[src/rtl/t03_pkg.sv]
// Shared fetch-stage types and constants for the t03 pipeline slice.
// Latency: n/a (types only).
// Backpressure: n/a (types only).
package t03_pkg;

    localparam logic [31:0] RESET_PC_DEF = 32'h0000_0000;

    typedef enum logic [1:0] {
        IDLE    = 2'd0,
        REQ     = 2'd1,
        DELIVER = 2'd2
    } fetch_state_t;

    // Branch comparison kinds, funct3-encoded so the branch logic can decode directly.
    localparam logic [2:0] BR_EQ  = 3'd0;
    localparam logic [2:0] BR_NE  = 3'd1;
    localparam logic [2:0] BR_LT  = 3'd4;
    localparam logic [2:0] BR_GE  = 3'd5;
    localparam logic [2:0] BR_LTU = 3'd6;
    localparam logic [2:0] BR_GEU = 3'd7;

endpackage

[src/rtl/t03_target_gen.sv]
// Branch/jump target compute with low-bit clearing and misalignment detection.
// Latency: combinational.
// Backpressure: none; pure function of its inputs.
module t03_target_gen #(
    parameter int ADDR_W = 32
) (
    input  logic              is_jalr,
    input  logic [ADDR_W-1:0] ex_pc,
    input  logic [ADDR_W-1:0] ex_imm,
    input  logic [ADDR_W-1:0] ex_rs1,
    output logic [ADDR_W-1:0] target,
    output logic              misalign
);

    logic [ADDR_W-1:0] raw;

    assign raw      = (is_jalr ? ex_rs1 : ex_pc) + ex_imm;
    assign misalign = raw[1];
    // bit0 is always dropped; bit1 is dropped too so a misaligned target lands on a word.
    assign target   = {raw[ADDR_W-1:2], 2'b00};

endmodule

[src/rtl/t03_pc_fetch_ctrl.sv]
// PC holder and fetch sequencer: req/ack fetch, branch/jump redirect with flush.
// Latency: 2 cycles REQ entry to instr_valid on 0-wait ack; redirect to new request 1 cycle.
// Backpressure: stall freezes pc and blocks new requests; an in-flight request always completes.
module t03_pc_fetch_ctrl
    import t03_pkg::*;
#(
    parameter int                ADDR_W   = 32,
    parameter logic [ADDR_W-1:0] RESET_PC = ADDR_W'(RESET_PC_DEF)
) (
    input  logic              clk,
    input  logic              rst,
    input  logic              b_out,
    input  logic              ex_valid,
    input  logic              is_jalr,
    input  logic [ADDR_W-1:0] ex_pc,
    input  logic [ADDR_W-1:0] ex_imm,
    input  logic [ADDR_W-1:0] ex_rs1,
    input  logic              stall,
    input  logic              imem_ack,
    input  logic [31:0]       imem_rdata,
    output logic              imem_req,
    output logic [ADDR_W-1:0] imem_addr,
    output logic [ADDR_W-1:0] pc,
    output logic [ADDR_W-1:0] pc_plus4,
    output logic [31:0]       instr,
    output logic              instr_valid,
    output logic              flush,
    output logic              misalign_err
);

    fetch_state_t      state_q, state_d;
    logic [ADDR_W-1:0] pc_q, pc_d;
    logic [ADDR_W-1:0] pend_target_q, pend_target_d;
    logic              pend_valid_q, pend_valid_d;
    logic              pend_mis_q, pend_mis_d;
    logic [31:0]       instr_q;
    logic [ADDR_W-1:0] tgt;
    logic              tgt_mis;
    logic              redirect;

    t03_target_gen #(.ADDR_W(ADDR_W)) u_target_gen (
        .is_jalr  (is_jalr),
        .ex_pc    (ex_pc),
        .ex_imm   (ex_imm),
        .ex_rs1   (ex_rs1),
        .target   (tgt),
        .misalign (tgt_mis)
    );

    assign redirect = ex_valid & b_out;

    always_comb begin
        state_d       = state_q;
        pc_d          = pc_q;
        pend_target_d = pend_target_q;
        pend_valid_d  = pend_valid_q;
        pend_mis_d    = pend_mis_q;
        imem_req      = 1'b0;
        instr_valid   = 1'b0;
        flush         = 1'b0;
        misalign_err  = 1'b0;
        case (state_q)
            IDLE: begin
                if (redirect) begin
                    pc_d         = tgt;
                    flush        = 1'b1;
                    misalign_err = tgt_mis;
                end
                if (!stall) state_d = REQ;
            end
            REQ: begin
                imem_req = 1'b1;
                if (imem_ack) begin
                    if (pend_valid_q || redirect) begin
                        // Returned word is wrong-path: drop it and refetch at the (oldest) target.
                        pc_d         = pend_valid_q ? pend_target_q : tgt;
                        misalign_err = pend_valid_q ? pend_mis_q : tgt_mis;
                        flush        = 1'b1;
                        pend_valid_d = 1'b0;
                        state_d      = REQ;
                    end else begin
                        state_d = DELIVER;
                    end
                end else if (redirect && !pend_valid_q) begin
                    pend_target_d = tgt;
                    pend_mis_d    = tgt_mis;
                    pend_valid_d  = 1'b1;
                end
            end
            DELIVER: begin
                if (redirect) begin
                    pc_d         = tgt;
                    flush        = 1'b1;
                    misalign_err = tgt_mis;
                end else begin
                    instr_valid = 1'b1;
                    pc_d        = pc_q + ADDR_W'(4);
                end
                state_d = stall ? IDLE : REQ;
            end
            default: state_d = IDLE;
        endcase
    end

    always_ff @(posedge clk) begin
        if (rst) begin
            state_q       <= IDLE;
            pc_q          <= RESET_PC;
            pend_target_q <= '0;
            pend_valid_q  <= 1'b0;
            pend_mis_q    <= 1'b0;
            instr_q       <= '0;
        end else begin
            state_q       <= state_d;
            pc_q          <= pc_d;
            pend_target_q <= pend_target_d;
            pend_valid_q  <= pend_valid_d;
            pend_mis_q    <= pend_mis_d;
            if (state_q == REQ && imem_ack) instr_q <= imem_rdata;
        end
    end

    assign pc        = pc_q;
    assign pc_plus4  = pc_q + ADDR_W'(4);
    assign imem_addr = pc_q;
    assign instr     = instr_q;

endmodule

[config.mk]
export PLATFORM = sky130hd
export DESIGN_NAME = t03_pc_fetch_ctrl
export DESIGN_NICKNAME = d
export VERILOG_FILES = /design/src/rtl/t03_pkg.sv /design/src/rtl/t03_target_gen.sv /design/src/rtl/t03_pc_fetch_ctrl.sv
export SDC_FILE = /design/constraint.sdc
export NUM_CORES = 1
export LEC_CHECK = 0
export BUFFER_PORTS_ARGS = -buffer_cell sky130_fd_sc_hd__buf_2
export CAP_MARGIN = 40
export CORE_MARGIN = 8
export CORE_UTILIZATION = 50
export DETAILED_ROUTE_END_ITERATION = 6
export HOLD_SLACK_MARGIN = 0.06
export PLACE_DENSITY = 0.82
export SYNTH_ARGS = -nofsm -noshare
export SYNTH_HDL_FRONTEND = slang
export SYNTH_SLANG_ARGS = --single-unit
export TNS_END_PERCENT = 5
[constraint.sdc]
create_clock -name clk -period 3.8 [get_ports clk]
set_input_delay 0.38 -clock clk [delete_from_list [all_inputs] [get_ports clk]]
set_output_delay 0.38 -clock clk [all_outputs]
set_load 0.01 [all_outputs]
# Word level (Yosys, flattened, before mapping)
# Index checks and enable logic that the tools add are counted.
# Widths: inputs -> output; s select.
# totals
reg_bits	98
in_bits	135
output_inout_bits	132
wordCells	56
# classes
add_sub_neg	2
eq_ne	7
mux	27
n_bitwise	2
reduce_logical	12
# ops
operator	n
$mux 32	6
$pmux 32 s3	1
$add 32x3->32 const B	1
$add 32x32->32	1
$mux 1	14
$ne 2x2->1 const B	4
$mux 2	3
$pmux 2 s3	1
$reduce_and 3->1	2
$pmux 1 s2	2
$reduce_and 4->1	1
$reduce_bool 3->1	1
$eq 2x1->1 const B	1
$eq 2x2->1 const B	1
$logic_and 1x1->1	2
$logic_not 2->1	1
$ne 2x1->1 const B	1
$reduce_and 2->1	1
$reduce_bool 2->1	1
$reduce_or 2->1	1
$and 1x1->1	1
$logic_not 1->1	1
$logic_or 1x1->1	1
$not 1->1	1

# Logic depth before layout (Yosys ltp)
# logic_depth
depth_word	6
ltp_mapped	14
depth_no_buf	11

# By module
# A second synthesis with hierarchy kept.
# unflattened
hier_cells	987
hier_area_um2	7602.3
# by_module_without_submodules
module	n_inst	cells_each	area_each_um2
t03_pc_fetch_ctrl	1	703	5422.7
t03_target_gen	1	284	2179.6

# Worst setup path before layout
# Ideal clock, no wire load.
# synth_path
path_type	input to register
start	in is_jalr
end	reg pc_q[31], in the netlist imem_addr[31]
setup_time_ns	0.103
arrival_time_ns	3.387
required_time_ns	3.697
setup_slack_ns	0.309
stages	12
n_path_buf	2
cell_sequence	buf_2 -> clkbuf_1 -> mux2_2 -> ha_1 -> a21o_1 -> a31o_1 -> nor3_4 -> a2111oi_0 -> or4_1 -> a21oi_1 -> xnor2_1 -> a2111oi_2
# synth_between
elab_chain_cells	6
elab_cells_between_ends	8
# synth_rtl
item	line	source
start: declaration	t03_pc_fetch_ctrl.sv:14	input logic is_jalr,
$mux 32 *	t03_target_gen.sv:17	assign raw = (is_jalr ? ex_rs1 : ex_pc) + ex_imm;
$add 32x32->32 *	t03_target_gen.sv:17	
$mux 32	t03_pc_fetch_ctrl.sv:76	pc_d = pend_valid_q ? pend_target_q : tgt;
$mux 32	t03_pc_fetch_ctrl.sv:74	if (pend_valid_q || redirect) begin
$mux 32	t03_pc_fetch_ctrl.sv:73	if (imem_ack) begin
$pmux 32 s3 *	t03_pc_fetch_ctrl.sv:62	case (state_q)
end signal: assignment	t03_pc_fetch_ctrl.sv:115	pc_q <= pc_d;
end: declaration	t03_pc_fetch_ctrl.sv:32	logic [ADDR_W-1:0] pc_q, pc_d;
# Every way passes the cells marked *; elsewhere a longest branch is shown, timed or not. The select of a mux whose other input is x is not followed.
# A chain may end at the register's enable or synchronous reset.

# Worst setup path in the final report
# layout_path
start	reg pc_q[2], in the netlist imem_addr[2]
end	out pc_plus4[28]
# layout_between
elab_chain_cells	1
# layout_rtl
item	line	source
$add 32x3->32	t03_pc_fetch_ctrl.sv:124	assign pc_plus4 = pc_q + ADDR_W'(4);
end: declaration	t03_pc_fetch_ctrl.sv:24	output logic [ADDR_W-1:0] pc_plus4,
# No other way between the ends.

==> summary.md <==
| Metric | Value |
|---|---|
| Cells after DPL | roughly 1.3k |
| Avg Inst Size Synth | about 7.6 sq um |
| Hold depth | 3 |
| RD Place Congestion | a little over 0.9 |
| Antenna fix cells | 0 |
| Final Non-Filler Cells | 1317 |
| Commonest cells post-synth | 165 x nand2_1, 101 x a21oi_1, 96 x dfxtp_1, 64 x nor2_1, 52 x clkbuf_1 |
| Endpoints failing hold | 0 |
| Slowest stage delay, CP | 0.55 ns |
| R2R Setup Slk | 0.65 ns |
| Slowest CP cell | nor4_2 |
| Cells after Synth | 931 |
| Run status | completed |
| Mux share of post-synthesis cell area | between 5 and 6% |
| Worst Tran Pin Value | 0.8107 ns |
| Synth-to-Final Area Change | 21.86% |
| Worst Min Path Start | imem_rdata[11] |
| Power density cells | 497.0 nW/um^2 |
| TritonRoute pass-1 iters | 5 |
| Worst Setup Path Type | register to primary output |
| Number of placement rows | 43 |
| Worst min path class | primary input to register |
| Setup TNS | 0 ns |
| Met1 usage | 29.65% |
| CORE AREA | 13830 sq um |
| GR Layer Usage met3 | 5.163% |
| Post-Route WL | around 22000 um |
| Seq cells post-synth | 96 |
| Num CTS Buffers | 9 |
| GR Layer Usage met2 | 40.57% |
| Io pins | ~270 |
| Synth Area in Adders | 6.515% |
| Layout cell share with drive strength beyond 1 | 29.38% |
| Pin count of the biggest net entering global routing | 82 |
| Internal power | about 2.4 mW |
| CTS Hold Bufs | 0 |
| Post-synthesis cell area | 7029 sq um |
| Clk buf depth | 2 |
| Die Wd | 134.6 um |
| Post-Synth XOR/XNOR Area | 6.853% |
| Number of global-route vias before repair | 7183 |
| Vert. Die Dim | 134.6 um |
| Post-DR vias/cell | between 5 and 6 |
| Final Max Slew Viols | 0 |
| Tcrit/Tclk final | between 90 and 100% |
| Relative slew slack | 45.96% |
| Power share of the clock group | 20.4% |
| Root Driver | clkbuf_16 |
| Post-Synth Simple-Gate Area | 22.53% |
| DRC | 0 |
| Post-synth EDFFs | 0 |
| VDD IR max | 0.2241 mV |
| GR peak layer | met2 |
| Switch share | about 43% |
| Crit. End Element | primary output |
| Starting Density | around half |
| Worst-path clk slew | about 0.070 ns |
| Sequential share of the synthesized area | 27.34% |
| Global-route wire length before repair | about 36000 um |
| Gate power share | 47.5% |
| Critical Path AT | a little over 3 ns |
| GRT overflow | 0 |
| CP Buf/Inv Count | 1 |
| CTS Sinks | 96 |
| Max Fanout on Critical Path | 7 |
| Post-synth top area cell | dfxtp_1 |
| GR Util All Layers | 23.72% |
| H-tree depth | 3 |
| DR iter-0 viols | 697 |
| Antenna viol nets, final | 0 |
| CTS tree | yes |
| Clk Latency, worst-skew pair | 0.34 ns |
| Switch Pwr | 1.827 mW |
| Largest family of logic cells by synthesized area | compound AO/OA/AOI/OAI gates |
| Yosys top cell area share | 27.34% |
| Fraction of registers with async set/reset | 0% |
| Post-DP Area | slightly above 8000 sq um |
| Total setup buffers inserted after CTS | 0 |
| Skew final | 0.009965 ns |
| Die Area | 18110 sq um |
| P_leak | 3.907 nW |
| Max_cap viols | 0 |
| CTS-repair resized insts | 0 |
| Via count | 7553 |
| Flop pwr share | 32.2% |
| Antenna violations before repair | 0 |
| R2r startpoint | imem_addr[2]$_SDFFE_PP0P_ |
| Top FF cell, synth | dfxtp_1 |
| Dpl hpwl | 17490 um |
| IO buf count | 260 |
| Fillers | about 1.3k |
| YS warnings | 0 |
| Delay-heaviest family, CP | simple AND/OR/NAND/NOR gates |
| R2R depth | 9 |
| Crit path time final | between 3 and 4 ns |
| Synth top area cells | dfxtp_1 27%, nand2_1 8.8%, a21oi_1 7.2% |
| Fmax | 290.9 MHz |
| Most frequent cell after synthesis | nand2_1 |
| Finished Cell Area | 8566 sq um |
| Startpoint Class | register |
| Post-synthesis cell type count | between 60 and 70 |
| RSZ-0062 raised after global routing | false |
| WP data required | 3.42 ns |
| Worst Hold End | instr[11]$_SDFFE_PP0P_ |
| Synth Area in Compound Gates | a little under a quarter |
| # setup viols final | 0 |
| Drt wl/cell | 17.08 um |
| Final nets | 1303 |
| CP Cell Sequence | ha_1, and4_1, or3b_1, nor4_2, nand3_1, xnor2_1, buf_2 |
| Reg-to-reg critical path endpoint | imem_addr[30]$_SDFFE_PP0P_ |
## per-layer routing
layer	share of wire [%]	vias to the layer above
met4	1.3	0
met2	48	354
met1	42	3458
met5	0	-
li1	-	3714
met3	8.7	27
## metrics by stage
| stage | power, mW | hold slack [ns] | setup WS [ns] | util, % |
|---|---|---|---|---|
| 2_1_floorplan | 2.730 | 0.4332 | 0.3091 | - |
| 3_3_place_gp | 3.358 | 0.4382 | 0.3045 | 59.67 |
| 3_5_place_dp | 3.395 | 0.4453 | 0.2311 | 59.87 |
| 4_1_cts | 4.264 | 0.2568 | 0.3694 | 61.95 |
| 5_1_grt | 4.532 | 0.2603 | 0.2134 | 61.95 |
| 6_report | 4.257 | 0.2675 | 0.3618 | 61.95 |
## cells in the final DEF (no fill, tap or decap), drive strengths merged, types with 8 or more instances in the layout
cell type  count
dfxtp         96
inv           21
buf          278
xor2          20
a21oi        101
nand2        165
a21o          15
nor3          23
o21ai         35
nor2          64
and3          10
xnor2         35
mux2          30
nand4          8
and2           8
a221oi        15
nand3         36
ha            35
a221o         14
clkbuf         9
a211oi        18
## worst max path at each step
stage	startpoint	end	slack [ns]	depth (start not counted)
final	imem_addr[2]$_SDFFE_PP0P_	pc_plus4[28]	0.36	7
after global routing	imem_addr[2]$_SDFFE_PP0P_	pc_plus4[28]	0.21	7
after CTS	imem_addr[2]$_SDFFE_PP0P_	pc_plus4[28]	0.37	7
after detailed placement	is_jalr	imem_addr[31]$_SDFFE_PP0P_	0.23	12
after global placement	is_jalr	imem_addr[31]$_SDFFE_PP0P_	0.30	12
after floorplan	is_jalr	imem_addr[31]$_SDFFE_PP0P_	0.31	12
## worst reg2reg max path, cell delays in order, from the launching register on
cell      delay, ns
dfxtp_1        0.45
ha_1           0.24
and4_1         0.26
or3b_1         0.49
nor4_2         0.55
nand3_1        0.18
xnor2_1        0.20
a221oi_1       0.33
o32ai_1        0.12
a41o_1         0.22
## state kept, by name, indices dropped and copies added (netlist names)
signal	cells
state_q	2
pend_mis_q	1
pend_valid_q	1
pend_target_q	30
instr	32
imem_addr	30
## cell type report
cell class	instances	area [sq um]	area share [%]
clock buffer	9	225.2	2.629
clock inverter	7	62.56	0.7304
inverter	18	67.56	0.7888
multi-input combinational	729	4592	53.61
sequential	96	1922	22.44
tap	180	225.2	2.629
timing repair buffer	278	1471	17.18
## logic make-up after synthesis
kind of cell | count (synthesis)
fa+ha+maj | 36
flops | 96
simple gates | 346
other cells | 1
compound gates | 254
mux | 32
buf+inv | 111
xor+xnor | 55
## power by group through the flow
stage          clock network, mW  registers [mW]  logic, mW
5_1_grt                    0.928            1.40       2.20
3_5_place_dp                   0            1.39       2.00
2_1_floorplan                  0            1.40       1.33
6_report                   0.867            1.37       2.02
3_3_place_gp                   0            1.39       1.97
4_1_cts                    0.884            1.37       2.01
No activity file was read; power rests on OpenSTA's default activity.
